[config.mk]
export PLATFORM = sky130hd
export DESIGN_NAME = fetch_stage
export DESIGN_NICKNAME = d
export VERILOG_FILES = /design/src/rtl/riscv_pkg.sv /design/src/rtl/if_id_reg.sv /design/src/rtl/fetch_stage.sv
export SDC_FILE = /design/constraint.sdc
export NUM_CORES = 1
export LEC_CHECK = 0
export ABC_AREA = 0
export BUFFER_PORTS_ARGS = -buffer_cell sky130_fd_sc_hd__buf_4
export CORE_MARGIN = 8
export CORE_UTILIZATION = 30
export CTS_CLUSTER_SIZE = 8
export DETAILED_ROUTE_END_ITERATION = 8
export GPL_TIMING_DRIVEN = 0
export SETUP_SLACK_MARGIN = 0.02
export SYNTH_ARGS = -nofsm -noshare
export SYNTH_HDL_FRONTEND = slang
export SYNTH_SLANG_ARGS = --single-unit
[constraint.sdc]
create_clock -name clk -period 6.3 [get_ports clk]
set_input_delay 0 -clock clk [delete_from_list [all_inputs] [get_ports clk]]
set_output_delay 0 -clock clk [all_outputs]
set_load 0.005 [all_outputs]
[src/rtl/riscv_pkg.sv]
// Shared RV32I pipeline definitions: widths, the canonical NOP and fetch FSM states.
package riscv_pkg;

  localparam int unsigned XLEN      = 32;
  // addi x0, x0, 0
  localparam logic [31:0] NOP_INSTR = 32'h0000_0013;

  typedef enum logic [1:0] {
    ISSUE,
    WAIT,
    HOLD
  } fetch_state_t;

  // Force an address onto a word boundary.
  function automatic logic [XLEN-1:0] align4(input logic [XLEN-1:0] addr);
    return addr & ~XLEN'(3);
  endfunction

endpackage

[src/rtl/if_id_reg.sv]
// Pipeline register holding one instruction slot: valid, instruction word, PC and PC+4.
// Clear invalidates the slot (instruction becomes NOP) but keeps the PC fields.
module if_id_reg
  import riscv_pkg::*;
(
  input  logic            clk,
  input  logic            rst_n,
  input  logic            en,
  input  logic            clr,
  input  logic [XLEN-1:0] nxt_instr,
  input  logic [XLEN-1:0] nxt_pc,
  input  logic [XLEN-1:0] nxt_pcplus4,
  output logic            valid,
  output logic [XLEN-1:0] instr,
  output logic [XLEN-1:0] pc,
  output logic [XLEN-1:0] pcplus4
);

  // Slot update: clear beats load, otherwise hold.
  always_ff @(posedge clk or negedge rst_n) begin
    if (!rst_n) begin
      valid   <= 1'b0;
      instr   <= NOP_INSTR;
      pc      <= '0;
      pcplus4 <= '0;
    end else if (clr) begin
      valid <= 1'b0;
      instr <= NOP_INSTR;
    end else if (en) begin
      valid   <= 1'b1;
      instr   <= nxt_instr;
      pc      <= nxt_pc;
      pcplus4 <= nxt_pcplus4;
    end
  end

endmodule

[src/rtl/fetch_stage.sv]
// RV32I instruction fetch: owns the fetch PC, keeps one request outstanding on the
// instruction memory port, buffers one word across decode stalls and writes IF/ID.
module fetch_stage #(
  parameter logic [31:0] RESET_PC = 32'h0000_0000,
  parameter int unsigned XLEN     = 32  // only 32 is supported
) (
  input  logic            clk,
  input  logic            rst_n,
  output logic            imem_req,
  output logic [XLEN-1:0] imem_addr,
  input  logic            imem_ready,
  input  logic            imem_rvalid,
  input  logic [XLEN-1:0] imem_rdata,
  input  logic            stall_d,
  input  logic            flush_d,
  input  logic            redirect_e,
  input  logic [XLEN-1:0] redirect_pc_e,
  output logic [XLEN-1:0] instr_d,
  output logic [XLEN-1:0] pc_d,
  output logic [XLEN-1:0] pcplus4_d,
  output logic            valid_d
);

  import riscv_pkg::*;

  fetch_state_t    state, state_nxt;
  logic [XLEN-1:0] pc_f, pc_f_nxt;
  logic [XLEN-1:0] hold_instr, hold_instr_nxt;
  logic            kill, kill_nxt;
  // Set by reset until the first handshake: a response to a request issued before
  // reset may still straggle in and is silently ignored.
  logic            late_rsp_ok, late_rsp_ok_nxt;
  logic            load;
  logic [XLEN-1:0] load_instr;
  logic [XLEN-1:0] pc_plus4;

  assign pc_plus4        = pc_f + XLEN'(4);
  assign late_rsp_ok_nxt = late_rsp_ok && !(imem_req && imem_ready);

  // Fetch state, PC, kill flag and stall buffer.
  always_ff @(posedge clk or negedge rst_n) begin
    if (!rst_n) begin
      state       <= ISSUE;
      pc_f        <= RESET_PC;
      hold_instr  <= '0;
      kill        <= 1'b0;
      late_rsp_ok <= 1'b1;
    end else begin
      state       <= state_nxt;
      pc_f        <= pc_f_nxt;
      hold_instr  <= hold_instr_nxt;
      kill        <= kill_nxt;
      late_rsp_ok <= late_rsp_ok_nxt;
    end
  end

  // Next-state, memory request and IF/ID load decisions; redirect overrides everything.
  always_comb begin
    state_nxt      = state;
    pc_f_nxt       = pc_f;
    hold_instr_nxt = hold_instr;
    kill_nxt       = kill;
    imem_req       = 1'b0;
    imem_addr      = pc_f;
    load           = 1'b0;
    load_instr     = imem_rdata;

    if (redirect_e) begin
      pc_f_nxt = align4(redirect_pc_e);
      if (state == WAIT && !imem_rvalid) begin
        // Response still in flight: remember to drop it when it lands.
        kill_nxt = 1'b1;
      end else begin
        kill_nxt  = 1'b0;
        state_nxt = ISSUE;
      end
    end else begin
      unique case (state)
        ISSUE: begin
          imem_req = 1'b1;
          if (imem_ready) state_nxt = WAIT;
        end
        WAIT: begin
          if (imem_rvalid) begin
            if (kill) begin
              kill_nxt  = 1'b0;
              state_nxt = ISSUE;
            end else if (!stall_d) begin
              load      = 1'b1;
              pc_f_nxt  = pc_plus4;
              // Back-to-back: request the following word in the same cycle.
              imem_req  = 1'b1;
              imem_addr = pc_plus4;
              state_nxt = imem_ready ? WAIT : ISSUE;
            end else begin
              hold_instr_nxt = imem_rdata;
              state_nxt      = HOLD;
            end
          end
        end
        HOLD: begin
          if (!stall_d) begin
            load       = 1'b1;
            load_instr = hold_instr;
            pc_f_nxt   = pc_plus4;
            state_nxt  = ISSUE;
          end
        end
        default: state_nxt = ISSUE;
      endcase
    end

    if (!rst_n) imem_req = 1'b0;
  end

  if_id_reg u_if_id (
    .clk        (clk),
    .rst_n      (rst_n),
    .en         (load),
    .clr        (flush_d),
    .nxt_instr  (load_instr),
    .nxt_pc     (pc_f),
    .nxt_pcplus4(pc_plus4),
    .valid      (valid_d),
    .instr      (instr_d),
    .pc         (pc_d),
    .pcplus4    (pcplus4_d)
  );

  a_flush_needs_redirect: assert property (
    @(posedge clk) disable iff (!rst_n) flush_d |-> redirect_e);

  a_rvalid_only_in_wait: assert property (
    @(posedge clk) disable iff (!rst_n) (imem_rvalid && !late_rsp_ok) |-> (state == WAIT));

endmodule

==> impl_results.md <==
* Skew-Pair Late Insertion Delay at 430 ps
* GRT overflow at 0
* First-pass GRT wire length at just over 40,000 microns
* Crit-path leading delay family: buffers and inverters
* Synth Area in Compound Gates at between 10% and 20%
* Rel. slew slack at a little over two fifths
* Clock Skew at ~9 ps
* Post-Route WL at 26,000 microns
* Fraction of final layout cells with drive strength greater than 1 at between 30% and 40%
* Root Driver: clkbuf_16
* Least-Margin Pin Slew at between 800 and 900 ps
* Post-DRT Antenna Nets at 0
* Initial DRC count at about 350
* Data arrival time of the critical path at 2860 ps
* Crit-path slowest cell: clkbuf_1
* DR pass1 iterations at 6
* H-tree depth at 4
* Num Clock Sinks at ~160
* Worst Path Class, Setup: reg -> out
* Syn avg cell area at ~11 sq um
* Die area at 33,000 sq um
* Setup violations, final at 0
* Mux cell area share after synthesis at between 10% and 20%
* WL per Instance at ~18 microns
* Total CTS buffers at 17
* IO Count at ~200
* CORE AREA at 27,000 sq um
* Post-synth design cell area at about 8200 sq um
* XOR/XNOR share of the synthesized area at a little under 8%
* Maxcap violations at 0
* DP HPWL at around 19,000 microns
* RSZ-0062 raised after global routing: no
* DIE HEIGHT at ~180 microns
* Simple-gate area share of the yosys netlist at 13.8%
* Largest family of logic cells by synthesized area: simple AND/OR/NAND/NOR gates
* Vias in the first global route at around 7k
* WP data required at roughly 6300 ps
* Fin crit share at ~45%
* Area growth syn-to-layout at 38.5%
* Final hold violations at 0
* Worst hold-check path type: in -> reg
* Adder-Cell Fraction of Synth Area at less than 1%
* Nets at ~1.1k
* Commonest non-fill, non-tap cells in the layout: buf_4 (207), dfrtp_1 (155), nand2_1 (91), nor2_1 (68), dlygate4sd3_1 (64)
* Via-to-Cell Ratio at 4.74
* Crit-path max cell delay at around 520 ps
* Netlist cell types at 65
* Port bufs at 190
* Max clock buf depth at 2
* Worst path buffer plus inverter count at 3
* Outcome: finished, final reports clean
* Worst-path maximum fanout at 10
* Num rows at 60
* Post-synth EDFFs at 0
* R2R setup slack at between 3000 and 4000 ps
* RD Place Congestion at around 0.84
* Total track usage at around 16%
* Tmin final at 2860 ps
* Maximum vdd drop at 0.000166 V
* Filler instances at 2,533
* Via Count at approximately 6.7k
* Register bit total from synthesis at approximately 160
* Post-synthesis cell count at 772
* Initial antenna violation count at 1
* Post-synth ARST share at 100%
* Critical Path End Type: primary output
* Post-CTS setup buffer count at 0
* Diodes inserted at 0
* Crit-path cells: inv_1 -> ha_1 -> nand3b_1 -> nor2_1 -> clkbuf_1 -> nand3_1 -> xnor2_1 -> buf_4
* PD cells at 285 nW/um^2
* Yosys warnings at 0
* F_max at 350 MHz
* CTS tree: yes
* Hold_ws at 44.5 ps
* Setup TNS at 0 ps
* Clock-pin slew on the worst setup and hold paths at roughly 70 ps
* DRC Markers at 0
* Main synth FF type: dfrtp_1
* Lkg Pwr at roughly 5.2 nW
* Largest net degree at the start of global routing at 91
* Die width at roughly 180 microns
* Initial Util at slightly above 30%
* Pins Over Slew Limit at 0
* Startpoint Class: register
* Sequential share of the synthesized area at 48.1%
* Commonest non-fill, non-tap cell in the layout: buf_4
area by class of cell:
cell class                 count  area, sq um  area share (%)
clock inverter                13          189            1.66
sequential                   158         3960            34.7
buffer                        72          444            3.90
inverter                       8         30.0           0.263
clock buffer                  19          433            3.80
tap                          341          427            3.74
timing repair buffer         255         2100            18.4
multi-input combinational    539         3810            33.5
path summary, 6_finish.rpt:
| check | to | cells after the start | start |
|---|---|---|---|
| min in group asynchronous | u_if_id.pcplus4[12]$_DFFE_PN0P_ | 2 | rst_n |
| worst min-delay path | u_if_id.instr[1]$_DFFE_PN1P_ | 2 | flush_d |
| worst max register to register | pc_f[12]$_DFFE_PN0N_ | 8 | state[1]$_DFFE_PN0P_ |
| worst max-delay path | imem_addr[16] | 8 | state[1]$_DFFE_PN0P_ |
| max in group asynchronous | u_if_id.instr[4]$_DFFE_PN1P_ | 3 | rst_n |
| worst min register to register | u_if_id.pcplus4[12]$_DFFE_PN0P_ | 2 | u_if_id.pcplus4[12]$_DFFE_PN0P_ |
routing by layer:
layer  vias to the layer above  part of all wire (%)  global-route usage, %
li1                       3208                     -                      -
met1                      3229                    45                   20.3
met2                       207                    47                   25.4
met3                        17                   7.4                   5.43
met4                         2                  0.84                   3.15
met5                         -                 0.038                      0
synthesized netlist by cell type (all sizes together) (12+ instances only):
master,count,area share [%]
a211oi,31,2.8
a21oi,16,1.1
and3,12,0.94
buf,54,4.5
clkbuf,18,0.87
dfrtp,155,47
mux2,63,9.4
mux2i,33,4.0
nand2,92,4.2
nand3,16,1.2
nand4,12,1.2
nor2,69,3.2
o21ai,57,3.5
xnor2,51,5.4
xor2,22,2.3
per-stage QoR:
step | power [mW] | cells | utilization [%] | setup slack [ps] | cell area, sq um
after global routing | 3.42 | 1405 | 42.3 | 3200 | 11400
after detailed placement | 2.12 | 1309 | 37.6 | 3900 | 10100
after CTS | 3.28 | 1405 | 42.3 | 3430 | 11400
final | 3.25 | 1405 | 42.3 | 3440 | 11400
after floorplan | 1.75 | 777 | - | 4260 | 8250
after global placement | 2.10 | 1308 | 37.5 | 3870 | 10100
cells by family (layout without fill, tap and decap cells):
group                    after synthesis  in the layout
flip-flops                           158            158
AND/OR/NAND/NOR                      228            228
multiplexers                          96             96
adder cells (fa/ha/maj)                4              4
other                                  1              6
XOR/XNOR                              73             73
buffers and inverters                 80            367
AO/OA/AOI/OAI                        132            132
worst reg2reg max path, cell delays in order, from the launching register on:
cell      delay (ps)
dfrtp_1          390
inv_1            100
ha_1             270
nand3b_1         320
a21oi_2          400
buf_2            350
nand2_1          110
xor2_1           160
o21ai_0          130
flip-flops by register name, summed over array words and instances, names as in the netlist:
register and flops:
u_if_id.instr 32, u_if_id.pc 30, u_if_id.pcplus4 30, kill 1, hold_instr 32, state 2
pc_f 30, u_if_id.valid 1
repair_timing:
action / 4_1_cts / 5_1_grt
endpoints found under the hold margin: 165 / 0
hold buffers: 64 / 0
resized for setup: 0 / 0
report_power, final:
| part | switching, mW | internal [mW] |
|---|---|---|
| logic | 0.343 | 0.437 |
| registers | 0.118 | 1.23 |
| clock network | 0.453 | 0.667 |
| total | 0.914 | 2.33 |
Power figures use the tool's default switching activity.
